===== src/rtl/alu_hilo_if.sv =====
// EX-stage ALU bus: operation, operands and shift amount in; result, flags and
// divider status out. The pipeline side drives through master, the ALU through slave.
interface alu_hilo_if #(
    parameter int WIDTH = 32
);
    logic [5:0]       ALUOperation;
    logic             ex_valid;
    logic [WIDTH-1:0] src_a;
    logic [WIDTH-1:0] src_b;
    logic [4:0]       shamt;
    logic [WIDTH-1:0] result;
    logic             zero;
    logic             div_busy;
    logic             stall;

    modport master (
        output ALUOperation, ex_valid, src_a, src_b, shamt,
        input  result, zero, div_busy, stall
    );

    modport slave (
        input  ALUOperation, ex_valid, src_a, src_b, shamt,
        output result, zero, div_busy, stall
    );
endinterface


===== src/rtl/alu_hilo.sv =====
// Execution-stage ALU: single-cycle add/sub/and/or/slt/sll, plus a WIDTH-cycle
// restoring unsigned divider that writes HI/LO and a stall toward the hazard unit.
module alu_hilo #(
    parameter int WIDTH = 32
) (
    input  logic      clk,
    input  logic      rst,
    alu_hilo_if.slave bus
);
    localparam logic [5:0] OP_ADD  = 6'b100000;
    localparam logic [5:0] OP_SUB  = 6'b100010;
    localparam logic [5:0] OP_AND  = 6'b100100;
    localparam logic [5:0] OP_OR   = 6'b100101;
    localparam logic [5:0] OP_SLT  = 6'b101010;
    localparam logic [5:0] OP_SLL  = 6'b000000;
    localparam logic [5:0] OP_DIVU = 6'b011011;
    localparam logic [5:0] OP_MFHI = 6'b010000;
    localparam logic [5:0] OP_MFLO = 6'b010010;
    localparam logic [5:0] LAST_STEP = 6'(WIDTH - 1);

    typedef enum logic {IDLE, DIV} state_t;

    state_t           state;
    logic             busy;
    logic [5:0]       cnt;
    logic [WIDTH:0]   rem;
    logic [WIDTH-1:0] quo;
    logic [WIDTH-1:0] dvs;
    logic [WIDTH-1:0] hi;
    logic [WIDTH-1:0] lo;

    logic [WIDTH+1:0] shifted;
    logic [WIDTH+1:0] diff;
    logic [WIDTH:0]   rem_next;
    logic [WIDTH-1:0] quo_next;
    logic             is_divu;
    logic             uses_hilo;
    logic             issue;

    assign is_divu   = (bus.ALUOperation == OP_DIVU);
    assign uses_hilo = is_divu || (bus.ALUOperation == OP_MFHI) || (bus.ALUOperation == OP_MFLO);
    assign issue     = (state == IDLE) && bus.ex_valid && is_divu;

    assign bus.stall    = busy && bus.ex_valid && uses_hilo;
    assign bus.div_busy = busy;
    assign bus.zero     = (bus.result == '0);

    // One restoring step: shift in the next dividend bit, keep the difference if it
    // did not go negative. Subtracting in WIDTH+2 bits makes the top bit a true sign.
    always_comb begin
        shifted  = {rem, quo[WIDTH-1]};
        diff     = shifted - {2'b00, dvs};
        rem_next = diff[WIDTH+1] ? shifted[WIDTH:0] : diff[WIDTH:0];
        quo_next = {quo[WIDTH-2:0], ~diff[WIDTH+1]};
    end

    // NOTE: every variable assigned in always_comb gets a default first, so no path
    // leaves it unassigned and no latch is inferred.
    always_comb begin
        bus.result = '0;
        case (bus.ALUOperation)
            OP_ADD:  bus.result = bus.src_a + bus.src_b;
            OP_SUB:  bus.result = bus.src_a - bus.src_b;
            OP_AND:  bus.result = bus.src_a & bus.src_b;
            OP_OR:   bus.result = bus.src_a | bus.src_b;
            OP_SLT:  bus.result = {{(WIDTH-1){1'b0}}, ($signed(bus.src_a) < $signed(bus.src_b))};
            OP_SLL:  bus.result = bus.src_b << bus.shamt;
            OP_MFHI: bus.result = hi;
            OP_MFLO: bus.result = lo;
            default: bus.result = '0;
        endcase
    end

    // NOTE: sequential state uses non-blocking assignments so every register samples
    // values from before the edge, independent of statement order.
    always_ff @(posedge clk) begin
        if (rst) begin
            state <= IDLE;
            busy  <= 1'b0;
            cnt   <= '0;
            rem   <= '0;
            quo   <= '0;
            dvs   <= '0;
            hi    <= '0;
            lo    <= '0;
        end else begin
            case (state)
                IDLE: begin
                    if (issue) begin
                        quo   <= bus.src_a;
                        dvs   <= bus.src_b;
                        rem   <= '0;
                        cnt   <= '0;
                        state <= DIV;
                        busy  <= 1'b1;
                    end
                end
                DIV: begin
                    rem <= rem_next;
                    quo <= quo_next;
                    cnt <= cnt + 6'd1;
                    // HI/LO are written only when the final step completes.
                    if (cnt == LAST_STEP) begin
                        hi    <= rem_next[WIDTH-1:0];
                        lo    <= quo_next;
                        state <= IDLE;
                        busy  <= 1'b0;
                    end
                end
                default: begin
                    state <= IDLE;
                    busy  <= 1'b0;
                end
            endcase
        end
    end
endmodule


===== src/flat_wrapper.sv =====
// flat-port wrapper written by rule: the top's interface ports become plain ports
module alu_hilo_flat 
#(
    parameter int WIDTH = 32
)
  (clk, rst, bus_ALUOperation, bus_ex_valid, bus_src_a, bus_src_b, bus_shamt, bus_result, bus_zero, bus_div_busy, bus_stall);
  alu_hilo_if #(.WIDTH(WIDTH)) bus_i ();
  input  logic clk;
  input  logic rst;
  input wire logic [$bits(bus_i.ALUOperation)-1:0] bus_ALUOperation;
  input wire logic [$bits(bus_i.ex_valid)-1:0] bus_ex_valid;
  input wire logic [$bits(bus_i.src_a)-1:0] bus_src_a;
  input wire logic [$bits(bus_i.src_b)-1:0] bus_src_b;
  input wire logic [$bits(bus_i.shamt)-1:0] bus_shamt;
  output wire logic [$bits(bus_i.result)-1:0] bus_result;
  output wire logic [$bits(bus_i.zero)-1:0] bus_zero;
  output wire logic [$bits(bus_i.div_busy)-1:0] bus_div_busy;
  output wire logic [$bits(bus_i.stall)-1:0] bus_stall;
  assign bus_i.ALUOperation = bus_ALUOperation;
  assign bus_i.ex_valid = bus_ex_valid;
  assign bus_i.src_a = bus_src_a;
  assign bus_i.src_b = bus_src_b;
  assign bus_i.shamt = bus_shamt;
  assign bus_result = bus_i.result;
  assign bus_zero = bus_i.zero;
  assign bus_div_busy = bus_i.div_busy;
  assign bus_stall = bus_i.stall;
  alu_hilo #(.WIDTH(WIDTH)) u_core (.clk(clk), .rst(rst), .bus(bus_i));
endmodule

===== config.mk =====
export PLATFORM = sky130hd
export DESIGN_NAME = alu_hilo_flat
export DESIGN_NICKNAME = d
export VERILOG_FILES = /design/src/rtl/alu_hilo_if.sv /design/src/rtl/alu_hilo.sv /design/src/flat_wrapper.sv
export SDC_FILE = /design/constraint.sdc
export NUM_CORES = 1
export LEC_CHECK = 0
export ABC_AREA = 1
export CORE_MARGIN = 1
export CORE_UTILIZATION = 40
export CTS_CLUSTER_SIZE = 30
export DETAILED_ROUTE_END_ITERATION = 8
export GPL_TIMING_DRIVEN = 0
export SLEW_MARGIN = 20
export SYNTH_ARGS = -nofsm -noshare
export SYNTH_HDL_FRONTEND = slang
export SYNTH_SLANG_ARGS = --single-unit

===== constraint.sdc =====
create_clock -name clk -period 4 [get_ports clk]
set_input_delay 0.8 -clock clk [delete_from_list [all_inputs] [get_ports clk]]
set_output_delay 0.8 -clock clk [all_outputs]
set_load 0.005 [all_outputs]

==> results.yml <==
grt:
  grt-ovfl-total: 0
  track_usage: 0.386
  grt_max_degree: 17
  grt_pass1_vias: 20559
  grt_pass1_wl_mm: 126
  antenna_found_initial: 1
synth:
  synth-seq-area-share: 0.194
  synth_xor_area_frac: 0.0126
  ys_warn_count: 0
  synthCells: 3054
  syn_area_per_cell_um2: 5.71
  synth-edff-count: 0
  synthDistinctLibCells: 47
  synth-simple-area-share: 0.426
  syn-num-nets: 3272
  synth_top_family_by_area: "simple AND/OR/NAND/NOR gates"
  synth_compound_area_frac: 0.130
  yosys-mux-area-fraction: 0
  synthAdderAreaFrac: 0.102
  synthArstFlopShare: 0
  synth-seq-cells: 169
  syn_area_mm2: 0.0174
  synth_ff_type: "dfxtp_1"
layout:
  nets: 3506
  finalNonFillerCells: 3886
  drive_gt1_frac: 0.217
  area_delta_synth_final_pct: 29.8
  final_common_cell: "nand2_1"
  final_cell_mix: "nand2_1, inv_1, nand3_1, dfxtp_1, nor2_1"
worst_setup_path:
  worst-path-max-fanout: 3
  worstPathArrival_ns: 3.16
  crit_type: "in -> out"
  crit_buf_inv: 5
  path_common_cell: "nand2_1"
  startpoint_type: "primary input"
  cp_cell_sequence: "buf_6 -> inv_2 -> ha_4 -> fa_2 -> inv_2 -> nand2_1 -> nand2_2 -> nand2_2 -> nand2_4 -> buf_4 -> nand2_1 -> nand3_1 -> nand2_1 -> nand2_1 -> nor2_2 -> nor2_4 -> nand3_2 -> nor2_4 -> nand3_2 -> nor2_1 -> clkbuf_2"
  slowest_delay_ns: 0.41
  slowest_stage: "fa_2"
  cp_top_family: "simple AND/OR/NAND/NOR gates"
  cp-end-kind: "primary output"
  cp.required_ns: 3.20
clocking:
  clk_pin_slew_ns: 0.06
  cts.sinks: 169
  ctsRootBufferMaster: "clkbuf_16"
  cts_tree: "yes"
  cts-htree-levels: 4
  hold_buffers: 0
  cts_buffer_depth: 2
  cts_buffers: 17
  worstSkewPairLatency_ns: 0.43
detailed_routing:
  drtIter0Drc: 1615
  dr.pass1.iters: 5
  wl_per_cell_um: 22.4
  vias_per_cell: 5.52
  wl_mm: 87.0
  vias: 21467
  ant_nets: 0
  drc: 0
sta:
  rsz0062_at_grt: "true"
  period_share: 0.990
  hold_violations: 0
  clock_skew_ns: 0.00578
  tns_ns: 0
  hold_ws_ns: 0.455
  slew_viol_final: 0
  setup_slack_ns: 0.0397
  slew-limit-headroom: 0.400
  tightest_slew_ns: 0.890
  layout_min_cycle_time_ns: 3.96
  setup_viol: 0
  max_freq_mhz: 253
min_path:
  hold_class: "reg -> reg"
floorplan:
  die_height_um: 211
  io_pins: 113
  start_util: 0.405
  fp-row-count: 76
  core_area_mm2: 0.0431
  dieArea_mm2: 0.0444
  die_x_um: 211
placement:
  hpwl_mm: 71.2
  placed_cells: 3747
  place_ws_ns: -1.74
  io_buffer_count: 108
  place_congestion: 0.987
run_status:
  status: "finished clean"
pwr:
  p_leak_nw: 11.1
  p_per_area_mw_per_mm2: 255
  ir_drop_uv: 276
job:
  drv_cap: 0
==> report_power, final <==
part | internal [mW] | total (mW) | switching, mW
clock network | 0.995 | 1.69 | 0.691
logic | 0.820 | 2.38 | 1.56
registers | 1.69 | 1.69 | 0.00429
==> layer usage <==
layer	wire, um	share of wire	GRT usage
met1	33900	0.39	0.452
met2	41900	0.48	0.680
met3	5710	0.066	0.0489
met4	5390	0.062	0.217
met5	0	0	0
==> logic make-up (layout without fill, tap and decap cells) <==
kind of cell,after synthesis,count (layout)
simple gates,1748,1748
buf+inv,571,817
fa+ha+maj,140,140
flops,169,169
other cells,0,1
compound gates,401,401
xor+xnor,25,25
==> Yosys cell counts, types with 4 or more instances <==
library cell / number / share of area
a31oi_1: 33 / 0.012
inv_1: 434 / 0.093
nand3_2: 5 / 0.0029
nor2_1: 239 / 0.051
a21oi_1: 170 / 0.049
o221ai_1: 4 / 0.0020
o21ai_0: 108 / 0.031
a21o_1: 4 / 0.0017
buf_6: 13 / 0.0084
o21bai_1: 11 / 0.0047
nand4_1: 37 / 0.013
buf_2: 40 / 0.011
o22ai_1: 6 / 0.0022
nor2_2: 28 / 0.010
xnor2_1: 21 / 0.011
inv_2: 15 / 0.0032
o21ai_1: 14 / 0.0040
and3_1: 4 / 0.0014
clkbuf_1: 44 / 0.0095
nand2_2: 13 / 0.0047
nand2_1: 992 / 0.21
xor2_1: 4 / 0.0020
buf_4: 18 / 0.0078
ha_1: 137 / 0.098
nand3_1: 375 / 0.11
a22o_1: 21 / 0.011
buf_1: 6 / 0.0013
o21a_1: 5 / 0.0022
o211ai_1: 15 / 0.0065
nand3b_1: 17 / 0.0073
dfxtp_1: 169 / 0.19
nor3_1: 24 / 0.0069
==> worst min-delay path, delay by kind of cell (launching register included) <==
family	cells	cell delay, ns
and+or+nand+nor	2	0.10
DFF	1	0.31
==> cell type report <==
cell class | instances | area (um2)
diodes | 1 | 2.50
plain buffers | 115 | 802
clock buffers | 20 | 447
clock inverters | 11 | 148
fillers | 4459 | 20400
inverters | 450 | 1760
multi-input cells | 2314 | 13400
flip-flops and latches | 169 | 3380
well taps | 585 | 732
repair buffers | 221 | 1940
==> state kept, by name, summed over array words and instances, names as in the netlist <==
name and count:
u_core.bus.div_busy 1, u_core.cnt 6, u_core.dvs 32, u_core.hi 32, u_core.lo 32, u_core.quo 32
u_core.rem 33, u_core.state 1
==> per-stage QoR <==
step | area, um2 | util | total power, mW
floorplan | 17400 | - | 2.92
global placement | 19200 | 0.447 | 3.60
detailed placement | 19300 | 0.447 | 3.61
CTS | 21900 | 0.509 | 5.60
global route | 22600 | 0.525 | 6.01
finish | 22600 | 0.525 | 5.76
==> final timing paths <==
check	from	end	slack (ns)	cells after the start
worst min register to register	u_core.hi[20]	u_core.hi[20]	0.45	2
worst min-delay path	u_core.hi[20]	u_core.hi[20]	0.45	2
worst max register to register	u_core.quo[31]	u_core.rem[29]	0.81	14
worst max-delay path	bus_src_a[0]	bus_zero	0.04	21
==> what timing repair did <==
item / 4_1_cts / 5_1_grt
setup buffers: 79 / 31
setup endpoints to repair: 33 / 21
cloned: 5 / 0
pin swaps: 85 / 93
gates resized for setup: 718 / 187
Power figures use the tool's default switching activity.
